===== src/rtl/spi_master_pkg.sv =====
// spi_pkg: shared SPI mode/state encodings and CPOL/CPHA bit positions.
// Imported by spi_master; no optional features live here.
package spi_pkg;

    typedef enum logic [1:0] {
        SPI_MODE0 = 2'd0,
        SPI_MODE1 = 2'd1,
        SPI_MODE2 = 2'd2,
        SPI_MODE3 = 2'd3
    } spi_mode_e;

    typedef enum logic [2:0] {
        IDLE  = 3'd0,
        SETUP = 3'd1,
        SHIFT = 3'd2,
        HOLD  = 3'd3,
        GUARD = 3'd4
    } spi_state_e;

    localparam int CPOL_BIT = 1;
    localparam int CPHA_BIT = 0;

endpackage


===== src/rtl/spi_master_if.sv =====
// spi_master_if: local start/ready/done handshake plus the four SPI pins.
// master modport is the controller view, slave modport the user/peer view.
interface spi_master_if #(
    parameter int DATA_W = 8
);

    logic              start;
    logic [DATA_W-1:0] tx_data;
    logic [1:0]        mode;
    logic              ready;
    logic              busy;
    logic              done;
    logic [DATA_W-1:0] rx_data;
    logic              m_SCK;
    logic              m_MOSI;
    logic              m_MISO;
    logic              m_SS;

    modport master (
        input  start, tx_data, mode, m_MISO,
        output ready, busy, done, rx_data,
        output m_SCK, m_MOSI, m_SS
    );

    modport slave (
        output start, tx_data, mode, m_MISO,
        input  ready, busy, done, rx_data,
        input  m_SCK, m_MOSI, m_SS
    );

endinterface


===== src/rtl/spi_master_clk_gen.sv =====
// spi_clk_gen: SCK half-period down-counter, ticks every CLK_DIV cycles.
// Held at its reload value whenever run is low.
module spi_clk_gen #(
    parameter int CLK_DIV = 4
) (
    input  logic clk,
    input  logic rst,
    input  logic run,
    output logic tick
);

    localparam int CW = (CLK_DIV > 1) ? $clog2(CLK_DIV) : 1;
    localparam logic [CW-1:0] RELOAD = CW'(CLK_DIV - 1);

    logic [CW-1:0] r_cnt;

    // count down while running, reload at terminal count or when stopped
    always_ff @(posedge clk) begin
        if (rst || !run) begin
            r_cnt <= RELOAD;
        end else if (r_cnt == '0) begin
            r_cnt <= RELOAD;
        end else begin
            r_cnt <= r_cnt - 1'b1;
        end
    end

    assign tick = run && (r_cnt == '0);

endmodule


===== src/rtl/spi_master.sv =====
// spi_master: single-word SPI master, all four modes, LSB first by default.
// Define SPI_MASTER_MSB_FIRST_EN to shift MSB first instead.
module spi_master
    import spi_pkg::*;
#(
    parameter int DATA_W  = 8,
    parameter int CLK_DIV = 4
) (
    input logic          clk,
    input logic          rst,
    spi_master_if.master bus
);

    localparam int EW = $clog2(2 * DATA_W + 1);
    localparam logic [EW-1:0] LAST_EDGE = EW'(2 * DATA_W);

    spi_state_e        r_state;
    spi_state_e        w_next;
    spi_mode_e         r_mode;
    logic [DATA_W-1:0] r_shreg;
    logic [DATA_W-1:0] r_rx;
    logic [EW-1:0]     r_edge;
    logic              r_sck;
    logic              r_mosi;
    logic              r_ss;
    logic              r_done;

    logic              w_tick;
    logic              w_run;
    logic              w_last;
    logic              w_sample;
    logic              w_ready;
    logic              w_busy;
    logic [EW-1:0]     w_edge_nx;
    logic [DATA_W-1:0] w_shifted;
    logic              w_first;
    logic              w_next_bit;

    spi_clk_gen #(
        .CLK_DIV (CLK_DIV)
    ) u_clk_gen (
        .clk  (clk),
        .rst  (rst),
        .run  (w_run),
        .tick (w_tick)
    );

    assign w_run     = (r_state != IDLE);
    assign w_edge_nx = r_edge + 1'b1;
    assign w_last    = (w_edge_nx == LAST_EDGE);
    // odd edges are leading; CPHA flips which edge samples
    assign w_sample  = w_edge_nx[0] ^ r_mode[CPHA_BIT];

`ifdef SPI_MASTER_MSB_FIRST_EN
    assign w_shifted  = {r_shreg[DATA_W-2:0], bus.m_MISO};
    assign w_first    = bus.tx_data[DATA_W-1];
    assign w_next_bit = r_shreg[DATA_W-1];
`else
    assign w_shifted  = {bus.m_MISO, r_shreg[DATA_W-1:1]};
    assign w_first    = bus.tx_data[0];
    assign w_next_bit = r_shreg[0];
`endif

    // state register
    always_ff @(posedge clk) begin
        if (rst) begin
            r_state <= IDLE;
        end else begin
            r_state <= w_next;
        end
    end

    // next-state: every phase after IDLE advances on a half-period tick
    always_comb begin
        w_next = r_state;
        unique case (r_state)
            IDLE:    if (bus.start) w_next = SETUP;
            SETUP:   if (w_tick) w_next = SHIFT;
            SHIFT:   if (w_tick && w_last) w_next = HOLD;
            HOLD:    if (w_tick) w_next = GUARD;
            GUARD:   if (w_tick) w_next = IDLE;
            default: w_next = IDLE;
        endcase
    end

    // handshake status decoded from state
    always_comb begin
        w_ready = (r_state == IDLE);
        w_busy  = (r_state == SETUP) || (r_state == SHIFT) ||
                  (r_state == HOLD);
    end

    // datapath: capture, SCK toggling, shift/drive, result and SS
    always_ff @(posedge clk) begin
        if (rst) begin
            r_sck   <= 1'b0;
            r_mosi  <= 1'b0;
            r_ss    <= 1'b1;
            r_done  <= 1'b0;
            r_rx    <= '0;
            r_mode  <= SPI_MODE0;
            r_shreg <= '0;
            r_edge  <= '0;
        end else begin
            r_done <= 1'b0;
            unique case (r_state)
                IDLE: begin
                    r_sck <= bus.mode[CPOL_BIT];
                    if (bus.start) begin
                        r_shreg <= bus.tx_data;
                        r_mode  <= spi_mode_e'(bus.mode);
                        r_mosi  <= w_first;
                        r_ss    <= 1'b0;
                        r_edge  <= '0;
                    end
                end
                SETUP, SHIFT: begin
                    if (w_tick) begin
                        r_sck  <= ~r_sck;
                        r_edge <= w_edge_nx;
                        if (w_sample) begin
                            r_shreg <= w_shifted;
                        end else begin
                            r_mosi <= w_next_bit;
                        end
                    end
                end
                HOLD: begin
                    r_sck <= r_mode[CPOL_BIT];
                    if (w_tick) begin
                        r_ss   <= 1'b1;
                        r_done <= 1'b1;
                        r_rx   <= r_shreg;
                    end
                end
                default: begin
                    r_sck <= r_mode[CPOL_BIT];
                end
            endcase
        end
    end

    assign bus.ready   = w_ready;
    assign bus.busy    = w_busy;
    assign bus.done    = r_done;
    assign bus.rx_data = r_rx;
    assign bus.m_SCK   = r_sck;
    assign bus.m_MOSI  = r_mosi;
    assign bus.m_SS    = r_ss;

endmodule


===== src/flat_wrapper.sv =====
// flat-port wrapper written by rule: the top's interface ports become plain ports
module spi_master_flat import spi_pkg::*;
#(
    parameter int DATA_W  = 8,
    parameter int CLK_DIV = 4
)
  (clk, rst, bus_start, bus_tx_data, bus_mode, bus_m_MISO, bus_ready, bus_busy, bus_done, bus_rx_data, bus_m_SCK, bus_m_MOSI, bus_m_SS);
  spi_master_if #(.DATA_W(DATA_W)) bus_i ();
  input logic clk;
  input logic rst;
  input wire logic [$bits(bus_i.start)-1:0] bus_start;
  input wire logic [$bits(bus_i.tx_data)-1:0] bus_tx_data;
  input wire logic [$bits(bus_i.mode)-1:0] bus_mode;
  input wire logic [$bits(bus_i.m_MISO)-1:0] bus_m_MISO;
  output wire logic [$bits(bus_i.ready)-1:0] bus_ready;
  output wire logic [$bits(bus_i.busy)-1:0] bus_busy;
  output wire logic [$bits(bus_i.done)-1:0] bus_done;
  output wire logic [$bits(bus_i.rx_data)-1:0] bus_rx_data;
  output wire logic [$bits(bus_i.m_SCK)-1:0] bus_m_SCK;
  output wire logic [$bits(bus_i.m_MOSI)-1:0] bus_m_MOSI;
  output wire logic [$bits(bus_i.m_SS)-1:0] bus_m_SS;
  assign bus_i.start = bus_start;
  assign bus_i.tx_data = bus_tx_data;
  assign bus_i.mode = bus_mode;
  assign bus_i.m_MISO = bus_m_MISO;
  assign bus_ready = bus_i.ready;
  assign bus_busy = bus_i.busy;
  assign bus_done = bus_i.done;
  assign bus_rx_data = bus_i.rx_data;
  assign bus_m_SCK = bus_i.m_SCK;
  assign bus_m_MOSI = bus_i.m_MOSI;
  assign bus_m_SS = bus_i.m_SS;
  spi_master #(.DATA_W(DATA_W), .CLK_DIV(CLK_DIV)) u_core (.clk(clk), .rst(rst), .bus(bus_i));
endmodule

===== config.mk =====
export PLATFORM = sky130hd
export DESIGN_NAME = spi_master_flat
export DESIGN_NICKNAME = d
export VERILOG_FILES = /design/src/rtl/spi_master_pkg.sv /design/src/rtl/spi_master_if.sv /design/src/rtl/spi_master_clk_gen.sv /design/src/rtl/spi_master.sv /design/src/flat_wrapper.sv
export SDC_FILE = /design/constraint.sdc
export NUM_CORES = 1
export LEC_CHECK = 0
export BUFFER_PORTS_ARGS = -buffer_cell sky130_fd_sc_hd__buf_2
export CAP_MARGIN = 40
export CELL_PAD_IN_SITES_DETAIL_PLACEMENT = 0
export CELL_PAD_IN_SITES_GLOBAL_PLACEMENT = 1
export CORE_ASPECT_RATIO = 0.75
export CORE_MARGIN = 1
export CORE_UTILIZATION = 40
export DETAILED_ROUTE_END_ITERATION = 12
export PLACE_DENSITY = 0.76
export SLEW_MARGIN = 30
export SYNTH_ARGS = -nofsm -noshare
export SYNTH_HDL_FRONTEND = slang
export SYNTH_SLANG_ARGS = --single-unit

===== constraint.sdc =====
create_clock -name clk -period 2.1 [get_ports clk]
set_clock_uncertainty 0.05 [all_clocks]
set_input_delay 0.21 -clock clk [delete_from_list [all_inputs] [get_ports clk]]
set_output_delay 0.21 -clock clk [all_outputs]
set_load 0.005 [all_outputs]

-- Word-level counts from Yosys, hierarchy flattened
Index checks and enable logic that the tools add are counted.
Widths: inputs -> output; s select.
- bits in registers: 32
- input port bits: 14
- output and inout bits: 14
- logic and storage cells: 72
- add/subtract/negate cells: 2
- equal/unequal tests: 13
- multiplexer cells: 23
- bitwise operators: 3
- reductions and logical operators: 21
- operator list (operator ; number):
    $mux 8 ; 3
    $pmux 8 s2 ; 1
    $mux 3 ; 5
    $pmux 3 s5 ; 1
    $ne 2x1->1 const B ; 6
    $mux 5 ; 2
    $pmux 5 s2 ; 1
    $reduce_and 4->1 ; 2
    $mux 1 ; 7
    $eq 3x2->1 const B ; 2
    $pmux 1 s2 ; 3
    $reduce_and 3->1 ; 2
    $reduce_or 2->1 ; 3
    $add 5x1->5 const B ; 1
    $eq 5x5->1 const B ; 1
    $reduce_and 5->1 ; 1
    $ne 2x2->1 const B ; 2
    $reduce_and 2->1 ; 2
    $reduce_bool 2->1 ; 2
    $eq 3x1->1 const B ; 1
    $eq 3x3->1 const B ; 1
    $logic_not 3->1 ; 1
    $logic_or 1x1->1 ; 3
    $reduce_bool 3->1 ; 1
    other kinds (6) ; 8

-- Depth between registers and ports, before layout
Gate-level depths: netlist of the first run.
- word-level depth: 5
- mapped depth: 8
- depth with buffers taken out: 6

-- Cells and area by module
A second synthesis of the first run with hierarchy kept.
- cell total of the unflattened synthesis: 183
- area, all modules: 1453.9 sq um
- by module, submodules not included (module ; instances ; cells an instance ; area an instance (sq um) ; seq. area each (sq um)):
    spi_master ; 1 ; 175 ; 1365.1 ; 600.6
    spi_clk_gen ; 1 ; 8 ; 88.8 ; 40.0

-- Least setup slack after synthesis of the first run
No wires, ideal clock.
- kind: reg-to-reg
- start point: reg u_core.u_clk_gen.r_cnt[0]
- end point: reg u_core.r_rx[0], in the netlist u_core.bus.rx_data[0]
- setup time: 0.135 ns
- data arrival time: 1.440 ns
- required time: 1.915 ns
- slack: 0.475 ns
- stages on the path, launching flop included: 9
- path buffers: 2
- period minus slack after synthesis: 1.625 ns
- cells stage by stage: dfxtp_1 -> inv_1 -> ha_1 -> clkbuf_1 -> nand2_1 -> or2_2 -> clkbuf_1 -> nand2_1 -> a21oi_1
- longest elaborated chain between the ends: 3
- RTL lines (element ; line ; text):
    start, declared ; spi_master_clk_gen.sv:15 ; logic [CW-1:0] r_cnt;
    start signal, assigned ; spi_master_clk_gen.sv:24 ; r_cnt <= r_cnt - 1'b1;
    $logic_not 2->1 ; spi_master_clk_gen.sv:28 ; assign tick = run && (r_cnt == '0);
    $logic_and 1x1->1 ; spi_master_clk_gen.sv:28 ;
    $reduce_and 2->1 (no source line) ; n/a ;
    end signal, assigned ; spi_master.sv:133 ; r_rx <= r_shreg;
    end, declared ; spi_master.sv:21 ; logic [DATA_W-1:0] r_rx;
No other way between the ends.
A chain may end at the register's enable or synchronous reset.

-- Final worst setup path of the first run
- start point: reg u_core.r_state[1]
- end point: reg u_core.r_shreg[0]
- longest elaborated chain between the ends: 4
- elaborated cells on any way between the ends: 12
- classes of those cells: eq/ne (5); mux (1); reduce/logical (6)
- RTL lines (element ; line ; text):
    start, declared ; spi_master.sv:17 ; spi_state_e r_state;
    start signal, assigned ; spi_master.sv:69 ; r_state <= w_next;
    $eq 3x2->1 (tied with other cells) ; spi_master.sv:106 ; unique case (r_state)
    $reduce_or 2->1 or $logic_and 1x1->1 (tied branches) ; spi_master.sv:106, spi_master_clk_gen.sv:28 ;
    $ne 2x1->1 (no source line) or $reduce_bool 2->1 (tied branches) ; n/a ;
    $reduce_and 4->1 (no source line) ; n/a ;
    end signal, assigned ; spi_master.sv:110 ; r_shreg <= bus.tx_data;
    end signal, assigned ; spi_master.sv:122 ; r_shreg <= w_shifted;
    end, declared ; spi_master.sv:20 ; logic [DATA_W-1:0] r_shreg;
Several ways; a longest one is shown, not always the timed one.

==> flow_summary_export.csv, run 1 <==
group,metric,value,unit
global_routing,grt-ovfl-total,0,
synthesis,synth_top_family_by_area,"simple AND/OR/NAND/NOR gates",
synthesis,synthCells,172,
worst_setup_path,max_stage_delay,0.61,ns
global_routing,antenna_found_initial,0,
worst_setup_path,crit_start,"u_core.r_state[1]",
placed_design,portBuffers,27,
cells_and_area,final_area,1780,um^2
worst_setup_path,crit_family,"compound AO/OA/AOI/OAI gates",
synthesis,yosysWarnings,0,
synthesis,synthDistinctLibCells,42,
flow_run,drv_cap,0,
routing,routed_wirelength,3380,um
clock_network,htreeDepth,2,
worst_setup_path,crit_arrival,2.02,ns
cells_and_area,layout-drive-gt1-share,0.248,
routing,drc,0,
synthesis,synth_compound_area_frac,0.186,
cells_and_area,areaGrowthSynthToFinish,17.9,%
worst_setup_path,crit_type,"reg -> reg",
clock_network,cts_buffer_depth,2,
synthesis,syn_nets,189,
global_routing,grt_first_pass_wirelength,5880,um
timing,fmax,0.532,GHz
placed_design,dp_hpwl,2380,um
worst_setup_path,cp.buffers_inverters,0,
routing,vias_per_cell,5.15,
synthesis,synth_edf_count,0,
timing,fin_setup_tns,0,ns
synthesis,ys.flop_type,"dfxtp_1",
worst_setup_path,rr_startpoint,"u_core.r_state[1]",
worst_setup_path,reg2reg_slack,0.22,ns
floorplan,die_h,55.3,um
synthesis,synth-xor-area-share,0.0397,
placed_design,place_area,1690,um^2
routing,drt_iter0_drc,123,
routing,wl_per_cell,13.4,um
floorplan,io_pins,28,
global_routing,grt_pass1_vias,1251,
worst_setup_path,crit_slowest_cell,"o31ai_4",
worst_setup_path,cp_data_required_time,2.24,ns
cells_and_area,nets,219,
synthesis,async_flop_share,0,
floorplan,die_w,73.0,um
worst_setup_path,startpoint_type,"flip-flop",
routing,vias,1299,
clock_network,clock_sinks,32,
floorplan,initial_core_util,0.439,
power,p_leak,0.740,nW
cells_and_area,antenna_cells,0,
timing,grt_setup_unrepaired,"false",
power,irDropWorstVdd,0.000386,V
timing,hold_viol,0,
timing,timing.final.crit_share,0.896,
synthesis,netlist_area,1510,um^2
floorplan,num_rows,18,
global_routing,grt_max_degree,33,
global_routing,grt_usage,0.191,
timing,setup_viol,0,
timing,min_period,1.88,ns
clock_network,clk_latency,0.28,ns
timing,slew_headroom,0.531,
synthesis,ys_ff_latch,32,
placed_design,place.gp.congestion,0.748,
timing,slew_viol_final,0,
synthesis,synth_mux_area_frac,0.0595,
clock_network,cts_made_buffers,5,
timing,worst_slew_pin_slew,0.703,ns
clock_network,root_buffer,"clkbuf_8",
worst_setup_path,critical_path.cell_chain,"xnor2_2 > o31ai_4 > nor2_1 > a211oi_1",
clock_network,ctsHoldBuffers,0,
power,powerDensity,720,nW/um^2
clock_network,path_clk_slew,0.06,ns
min_path,min_path_type,"in -> reg",
clock_network,tritoncts,"built",
worst_setup_path,crit_fanout,16,
synthesis,synth-simple-area-share,0.209,
routing,antenna_left,0,
status,status,"finished, final reports clean",
clock_network,post_cts_buffers,0,
floorplan,dieArea,4040,um^2
floorplan,core_area,3450,um^2
min_path,min_from,"bus_mode[0]",
worst_setup_path,worstSetupEndpointType,"flip-flop",
synthesis,synth.yosys.seq_area_share,0.423,
routing,first_pass_iters,4,
synthesis,synthAdderAreaFrac,0.0248,
clock_network,cts-resized-gates,0,
synthesis,syn-mean-instance-area,8.80,um^2
area by class of cell:
type                    count  area, um^2
clock buffers               7        96.3
fillers                   350        1660
inverters                   5        18.8
multi-input cells         125         786
flip-flops and latches     32         641
well taps                  50        62.6
repair buffers             33         180
sequential cells by signal, summed over array words and instances, names as in the netlist:
name / flops
u_core.r_mode: 2
u_core.bus.m_SS: 1
u_core.r_edge: 5
u_core.bus.rx_data: 8
u_core.bus.m_SCK: 1
u_core.bus.m_MOSI: 1
u_core.u_clk_gen.r_cnt: 2
u_core.bus.done: 1
u_core.r_shreg: 8
u_core.r_state: 3
metrics by stage:
stage | cells | power (mW) | setup slack, ns | util | hold WS, ns
6_report | 252 | 1.28 | 0.219 | 0.518 | 0.138
5_1_grt | 252 | 1.36 | 0.0161 | 0.518 | 0.146
4_1_cts | 252 | 1.30 | 0.174 | 0.518 | 0.125
3_5_place_dp | 245 | 0.797 | 0.184 | 0.490 | 0.322
3_3_place_gp | 245 | 0.792 | 0.319 | 0.490 | 0.315
2_1_floorplan | 172 | 0.758 | 0.475 | - | 0.275
cell families after synthesis:
logic type | Yosys count
buffers and inverters | 15
xor gates and xnor gates | 6
DFF | 32
adders and majority gates | 3
muxes | 9
AOI/OAI and AO/OA | 41
and+or+nand+nor | 66
tightest hold or removal path, cell delays in order:
cell	delay [ns]
buf_2	0.10
nand2_1	0.05
a21oi_1	0.06
cell usage after synthesis (2+ instances only):
| cell | count | area [um^2] |
|---|---|---|
| o21ai_0 | 5 | 25.0 |
| a31oi_1 | 2 | 12.5 |
| xnor2_1 | 2 | 17.5 |
| nor2_1 | 15 | 56.3 |
| a21oi_1 | 17 | 85.1 |
| a211oi_1 | 7 | 52.6 |
| nand2b_1 | 2 | 12.5 |
| xor2_1 | 3 | 26.3 |
| dfxtp_1 | 32 | 641 |
| ha_1 | 3 | 37.5 |
| nor3_1 | 5 | 25.0 |
| buf_6 | 2 | 22.5 |
| clkbuf_1 | 4 | 15.0 |
| mux2i_1 | 9 | 90.1 |
| a211oi_2 | 2 | 25.0 |
| nor2_2 | 2 | 12.5 |
| nand3_1 | 2 | 10.0 |
| inv_1 | 5 | 18.8 |
| nand2_1 | 30 | 113 |
report_power, final:
group          switching (mW)  total (mW)  leakage, nW  internal, mW
logic                  0.0728       0.132        0.428        0.0596
clock network           0.209       0.501       0.0503         0.291
registers              0.0204       0.651        0.261         0.631
cell usage in the layout, fill, tap and decap left out, drive strengths merged, types with 2 or more instances in the layout:
cell type	instances
buf	33
dfxtp	32
nand2	30
nor2	18
a21oi	17
mux2i	9
a211oi	9
clkbuf	7
nor3	5
inv	5
o21ai	5
xor2	3
ha	3
xnor2	3
nand3	2
nand2b	2
a31oi	2
routing by layer:
metal  up-vias  share of wire  GRT usage
li1        662              -          -
met1       604           0.51      0.275
met2        28           0.43      0.278
met3         5          0.046     0.0493
met4         0          0.012     0.0588
met5         -              0          0
worst paths after layout:
check                              end  depth (start not counted)
min reg2reg  u_core.u_clk_gen.r_cnt[0]                          1
min                   u_core.r_mode[0]                          3
max reg2reg          u_core.r_shreg[0]                          4
max                  u_core.r_shreg[0]                          4
Power figures use the tool's default switching activity.
==> run 2, diff against run 1 <==
Settings changed: CELL_PAD_IN_SITES_DETAIL_PLACEMENT 0 to 1, CELL_PAD_IN_SITES_GLOBAL_PLACEMENT 1 to 2, CORE_UTILIZATION 40 to 32.
==> run 2 against run 1 <==
Net effect:
- sequential power about the same
- fmax increased by 1.4%
- first-iteration DRC count decreased by 38%
- combinational power increased by 9.8%
- non-clock buffer count increased by 1
- utilization decreased by 11 points
- cell area increased by 2.9%
- count of clock-buffer cells in the layout decreased by 1
- worst setup slack improved by 0.027 ns
- highest routed layer unchanged
- routed wire length increased by 7.7%
- critical path depth increased by 2
==> flow_summary_export.csv, run 2 (synthesis gave the netlist of run 1 again) <==
group,metric,value,unit
status,status,"finished, final reports clean",
clock_network,tritoncts,"built",
power,seqPwrFrac,0.476,
floorplan,num_rows,21,
clock_network,cts_made_buffers,5,
clock_network,root_buffer,"clkbuf_8",
worst_setup_path,crit_fanout,15,
cells_and_area,final_core_util,0.409,
timing,setup_viol,0,
power,p_sw_frac,0.232,
clock_network,path_clk_slew,0.07,ns
power,pwr-share-clk,0.418,
floorplan,die_h,61.6,um
global_routing,antenna_found_initial,0,
worst_setup_path,crit_family,"simple AND/OR/NAND/NOR gates",
global_routing,grt_pass1_vias,1224,
clock_network,clock_sinks,32,
clock_network,clk_latency,0.28,ns
clock_network,cts_buffer_depth,2,
placed_design,place_area,1700,um^2
routing,vias,1302,
timing,worst_slew_pin_slew,0.614,ns
timing,hold_viol,0,
clock_network,ctsHoldBuffers,0,
cells_and_area,layout.area.seq,641,um^2
power,powerDensity,745,nW/um^2
clock_network,htreeDepth,2,
routing,drt_iter0_drc,76,
cells_and_area,fillers,559,
placed_design,dp_hpwl,2650,um
floorplan,die_w,81.4,um
floorplan,core_area,4490,um^2
routing,vias_per_cell,4.99,
worst_setup_path,max_stage_delay,0.66,ns
global_routing,grt_first_pass_wirelength,5850,um
routing,first_pass_iters,4,
power,finalPower,1.37,mW
floorplan,io_pins,28,
placed_design,portBuffers,27,
cells_and_area,nets,220,
worst_setup_path,crit_type,"reg -> reg",
min_path,min_path_type,"in -> reg",
power,p_leak,0.758,nW
power,netSwitchingPower,0.317,mW
timing,slew_viol_final,0,
timing,timing.final.crit_share,0.883,
cells_and_area,layout_common_cells,"32 x dfxtp_1, 30 x nand2_1, 27 x buf_2",
timing,grt_setup_unrepaired,"false",
worst_setup_path,critical_path.cell_chain,"or4b_4 > o31ai_4 > buf_12 > buf_4 > nor2_2 > a211oi_2",
cells_and_area,final_area,1840,um^2
cells_and_area,areaGrowthSynthToFinish,21.3,%
cells_and_area,final_common_cell,"dfxtp_1",
cells_and_area,layout-drive-gt1-share,0.250,
placed_design,place.gp.congestion,0.801,
worst_setup_path,crit_arrival,2.01,ns
power,combPwrFrac,0.106,
global_routing,grt-ovfl-total,0,
worst_setup_path,cp.buffers_inverters,2,
floorplan,dieArea,5010,um^2
timing,fmax,0.539,GHz
timing,slew_headroom,0.591,
global_routing,grt_usage,0.162,
cells_and_area,antenna_cells,0,
worst_setup_path,cp_data_required_time,2.25,ns
worst_setup_path,crit_slowest_cell,"or4b_4",
timing,hold_slack,0.119,ns
routing,antenna_left,0,
routing,drc,0,
global_routing,grt_max_degree,33,
timing,fin_setup_tns,0,ns
routing,wl_per_cell,13.9,um
timing,min_period,1.85,ns
floorplan,initial_core_util,0.337,
clock_network,cts-resized-gates,0,
power,irDropWorstVdd,0.000390,V
flow_run,drv_cap,0,
power,p_int,1.05,mW
worst_setup_path,startpoint_type,"flip-flop",
worst_setup_path,worstSetupEndpointType,"flip-flop",
cells_and_area,multiInputGateArea,786,um^2
routing,routed_wirelength,3640,um
==> run 2: changes by cell type in the layout (fill, tap and decap cells not counted) <==
| cell | previous run | this run |
|---|---|---|
| bufinv_16 | 0 | 1 |
| buf_12 | 0 | 2 |
| clkbuf_8 | 7 | 5 |
| clkinv_2 | 0 | 1 |
| clkbuf_1 | 0 | 1 |
| buf_4 | 6 | 5 |
==> run 2: worst paths after layout <==
kind,startpoint,to,slack (ns),cells after the start
worst max register to register,u_core.r_state[1],u_core.r_shreg[5],0.25,6
worst min-delay path,bus_mode[0],u_core.r_mode[0],0.12,3
worst max-delay path,u_core.r_state[1],u_core.r_shreg[5],0.25,6
worst min register to register,u_core.u_clk_gen.r_cnt[0],u_core.u_clk_gen.r_cnt[0],0.34,1
==> run 2: layout make-up <==
class,instances,share of cell area
Inverter,5,0.0102
Tap cell,57,0.0388
Sequential cell,32,0.349
Clock inverter,2,0.0191
Clock buffer,6,0.0395
Multi-Input combinational cell,125,0.428
Timing Repair Buffer,34,0.116
==> run 2: worst register-to-register path: stages (launching register included) <==
cell,delay (ns)
dfxtp_1,0.46
or4b_4,0.66
o31ai_4,0.10
buf_12,0.17
buf_4,0.13
nor2_2,0.04
a211oi_2,0.17
==> run 2: what timing repair did <==
action	in CTS	in global routing
setup buffers	0	2
setup endpoints to repair	0	4
hold endpoints to repair	0	0
==> run 2: layer usage <==
metal / track usage / routed length (um) / share of wire / vias up
met3: 0.0444 / 131 / 0.036 / 8
met4: 0.0842 / 70 / 0.019 / 0
li1: - / - / - / 661
met5: 0 / 0 / 0 / -
met2: 0.246 / 1600 / 0.44 / 21
met1: 0.212 / 1840 / 0.50 / 612
==> run 2: power groups by stage <==
stage / logic [mW] / clock network [mW] / registers (mW)
after floorplan: 0.101 / 0 / 0.657
after global placement: 0.133 / 0 / 0.664
after detailed placement: 0.137 / 0 / 0.665
after CTS: 0.139 / 0.596 / 0.651
after global routing: 0.161 / 0.621 / 0.655
final: 0.145 / 0.572 / 0.651
==> run 2: stage by stage <==
| step | instances | setup WS, ns |
|---|---|---|
| after floorplan | 172 | 0.475 |
| after global placement | 251 | 0.293 |
| after detailed placement | 251 | 0.127 |
| after CTS | 259 | 0.0539 |
| after global routing | 261 | 0.166 |
| final | 261 | 0.246 |
==> run 3, diff against run 2 <==
Settings changed: CORE_UTILIZATION 32 to 31, PLACE_DENSITY 0.76 to 0.77, SYNTH_HIERARCHICAL set to 1.
==> run 3 against run 2 <==
Net effect:
- largest cell class unchanged
- critical path depth is 2 higher
- cell area is 1.9% lower
- worst setup slack worse by 0.17 ns
- synthesized cell count is 6.4% higher
- sequential share of layout area is 0.75 points higher
- synthesized area is 4.0% lower
- critical path type unchanged
- sequential power is 0.9% higher
- cell count is 5.4% higher
- fmax is 8.3% lower
- power is 7.4% lower
- highest routed layer unchanged
- via count is 7.0% higher
==> flow_summary_export.csv, run 3 <==
group,metric,value,unit
status,status,"finished, final reports clean",
placed_design,dp_hpwl,2690,um
floorplan,core_area,4490,um^2
synthesis,synth-xor-area-share,0.0181,
placed_design,portBuffers,27,
synthesis,synth.largest_area_cell,"dfxtp_1",
synthesis,synth.yosys.seq_area_share,0.441,
synthesis,synthTopCellsByCount,"41 x nand2_1, 32 x dfxtp_1, 19 x a21oi_1, 17 x nor2_1, 8 x a311oi_1",
worst_setup_path,rr_startpoint,"u_core/u_clk_gen/r_cnt[0]",
worst_setup_path,ff2ff_path_depth,8,
synthesis,yosysMostFrequentCell,"nand2_1",
min_path,whs_path_depth,3,
min_path,min_path_type,"in -> reg",
synthesis,synth_mux_area_frac,0.00688,
floorplan,die_w,81.1,um
timing,min_period,2.02,ns
routing,routed_wirelength,3800,um
synthesis,netlist_area,1450,um^2
clock_network,tritoncts,"built",
routing,vias,1393,
global_routing,grt_pass1_vias,1258,
worst_setup_path,reg2reg_slack,0.08,ns
routing,vias_per_cell,5.07,
timing,timing.final.crit_share,0.963,
routing,wl_per_cell,13.8,um
cells_and_area,layout-drive-gt1-share,0.239,
floorplan,dieArea,4970,um^2
power,finalPower,1.27,mW
clock_network,cts_made_buffers,5,
synthesis,ys_ff_latch,32,
worst_setup_path,regToRegEndpoint,"u_core/r_edge[4]",
cells_and_area,nets,235,
synthesis,synth_compound_area_frac,0.176,
synthesis,synth_edf_count,0,
cells_and_area,final_common_cell,"nand2_1",
synthesis,ys.flop_type,"dfxtp_1",
flow_run,drv_cap,0,
routing,first_pass_iters,4,
floorplan,io_pins,28,
power,irDropWorstVdd,0.000331,V
synthesis,syn_nets,200,
min_path,min_from,"bus_tx_data[5]",
global_routing,antenna_found_initial,0,
worst_setup_path,cp_data_required_time,2.26,ns
clock_network,root_buffer,"clkbuf_8",
timing,hold_viol,0,
clock_network,clock_sinks,32,
placed_design,place.gp.congestion,0.755,
clock_network,htreeDepth,2,
synthesis,synth_top_family_by_area,"simple AND/OR/NAND/NOR gates",
timing,setup_viol,0,
synthesis,synth-simple-area-share,0.287,
synthesis,yosysWarnings,6,
global_routing,grt_first_pass_wirelength,6220,um
power,p_leak,0.747,nW
min_path,hold_end,"u_core/r_shreg[5]",
synthesis,synth_top_area_frac,0.441,
clock_network,ctsHoldBuffers,0,
worst_setup_path,worstSetupEndpointType,"flip-flop",
floorplan,num_rows,21,
routing,drt_iter0_drc,68,
cells_and_area,antenna_cells,0,
clock_network,cts_buffer_depth,2,
timing,slew_viol_final,0,
timing,fmax,0.495,GHz
global_routing,grt_max_degree,33,
floorplan,initial_core_util,0.324,
worst_setup_path,crit_fanout,7,
routing,antenna_left,0,
global_routing,grt_usage,0.171,
timing,worst_slew_pin_slew,0.599,ns
synthesis,synth_area_leaders,"dfxtp_1 44%, nand2_1 11%, a21oi_1 6.5%, a311oi_1 4.8%, nor2_1 4.4%",
cells_and_area,areaGrowthSynthToFinish,23.9,%
synthesis,synthAdderAreaFrac,0.0258,
global_routing,grt-ovfl-total,0,
floorplan,die_h,61.3,um
power,powerDensity,703,nW/um^2
cells_and_area,layout_common_cells,"41 x nand2_1, 31 x dfxtp_1, 27 x buf_2",
synthesis,synthCells,183,
routing,drc,0,
timing,slew_headroom,0.601,
worst_setup_path,crit_type,"reg -> reg",
synthesis,syn-mean-instance-area,7.94,um^2
synthesis,async_flop_share,0,
clock_network,path_clk_slew,0.07,ns
worst_setup_path,crit_arrival,2.18,ns
worst_setup_path,startpoint_type,"flip-flop",
cells_and_area,fillers,559,
timing,hold_slack,0.145,ns
clock_network,clk_latency,0.28,ns
synthesis,synthDistinctLibCells,35,
## run 3: changes by cell type in the layout (fill, tap and decap cells not counted), sizes merged, moves of 3 or more
cell | previous run | this run
buf | 34 | 40
nand3 | 2 | 6
mux2i | 9 | 1
and2 | 0 | 3
nor3 | 5 | 8
nand2 | 30 | 41
a211oi | 9 | 2
a311oi | 0 | 8
## run 3: timing repair
item | CTS | global route
gates resized for setup | 1 | 2
pin swaps | 0 | 3
setup buffers | 0 | 4
endpoints found under the setup margin | 1 | 1
endpoints found under the hold margin | 0 | 0
## run 3: area by class of cell
| cell class | count | area (um^2) | area share |
|---|---|---|---|
| Tap cell | 57 | 71.3 | 0.0396 |
| Sequential cell | 32 | 642 | 0.356 |
| Multi-Input combinational cell | 136 | 767 | 0.426 |
| Clock inverter | 1 | 5.00 | 0.00278 |
| Clock buffer | 6 | 72.6 | 0.0403 |
| Timing Repair Buffer | 40 | 233 | 0.129 |
| Inverter | 3 | 11.3 | 0.00625 |
## run 3: how the worst max path moves through the flow
stage,from,to,cells past startpoint
3_3_place_gp,u_core/u_clk_gen/r_cnt[0],u_core/r_edge[4],8
5_1_grt,u_core/u_clk_gen/r_cnt[0],u_core/r_edge[4],8
4_1_cts,u_core/u_clk_gen/r_cnt[0],u_core/r_edge[4],8
3_5_place_dp,u_core/u_clk_gen/r_cnt[0],u_core/r_edge[4],8
2_1_floorplan,u_core/r_state[2],u_core/r_edge[4],11
6_report,u_core/u_clk_gen/r_cnt[0],u_core/r_edge[4],8
## run 3: per-layer routing
metal	up-vias	wire length [um]	global-route usage	share of wire
met5	-	0	0	0
met4	0	84	0.0816	0.022
met3	8	128	0.0444	0.034
met2	21	1710	0.256	0.45
met1	663	1880	0.233	0.49
li1	701	-	-	-
## run 3: through the flow
step | area [um^2] | setup WS [ns] | instances | TNS, ns | util
6_report | 1800 | 0.0781 | 275 | 0 | 0.401
5_1_grt | 1800 | -0.00314 | 275 | -0.00314 | 0.401
4_1_cts | 1770 | 0.0364 | 271 | 0 | 0.393
3_5_place_dp | 1690 | 0.00265 | 264 | 0 | 0.375
3_3_place_gp | 1690 | 0.0843 | 264 | 0 | 0.375
2_1_floorplan | 1490 | -0.0438 | 183 | -0.0438 | -
## run 3: power by group
| part | switching (mW) | internal, mW |
|---|---|---|
| Sequential | 0.0212 | 0.635 |
| Clock | 0.220 | 0.225 |
| Combinational | 0.0913 | 0.0736 |
## run 3: kinds of logic (layout without fill, tap and decap cells)
family / after synthesis / count (layout)
adders and majority gates: 3 / 3
muxes: 1 / 1
and+or+nand+nor: 89 / 89
DFF: 32 / 32
AOI/OAI and AO/OA: 40 / 40
xor gates and xnor gates: 3 / 3
buffers and inverters: 15 / 50
## run 3: critical path, cell delays in order (launching register included)
cell	delay (ns)
dfxtp_1	0.32
inv_1	0.06
ha_2	0.18
and2_4	0.16
mux2i_1	0.07
o21a_1	0.22
or2_4	0.28
or4_1	0.50
a21oi_1	0.12
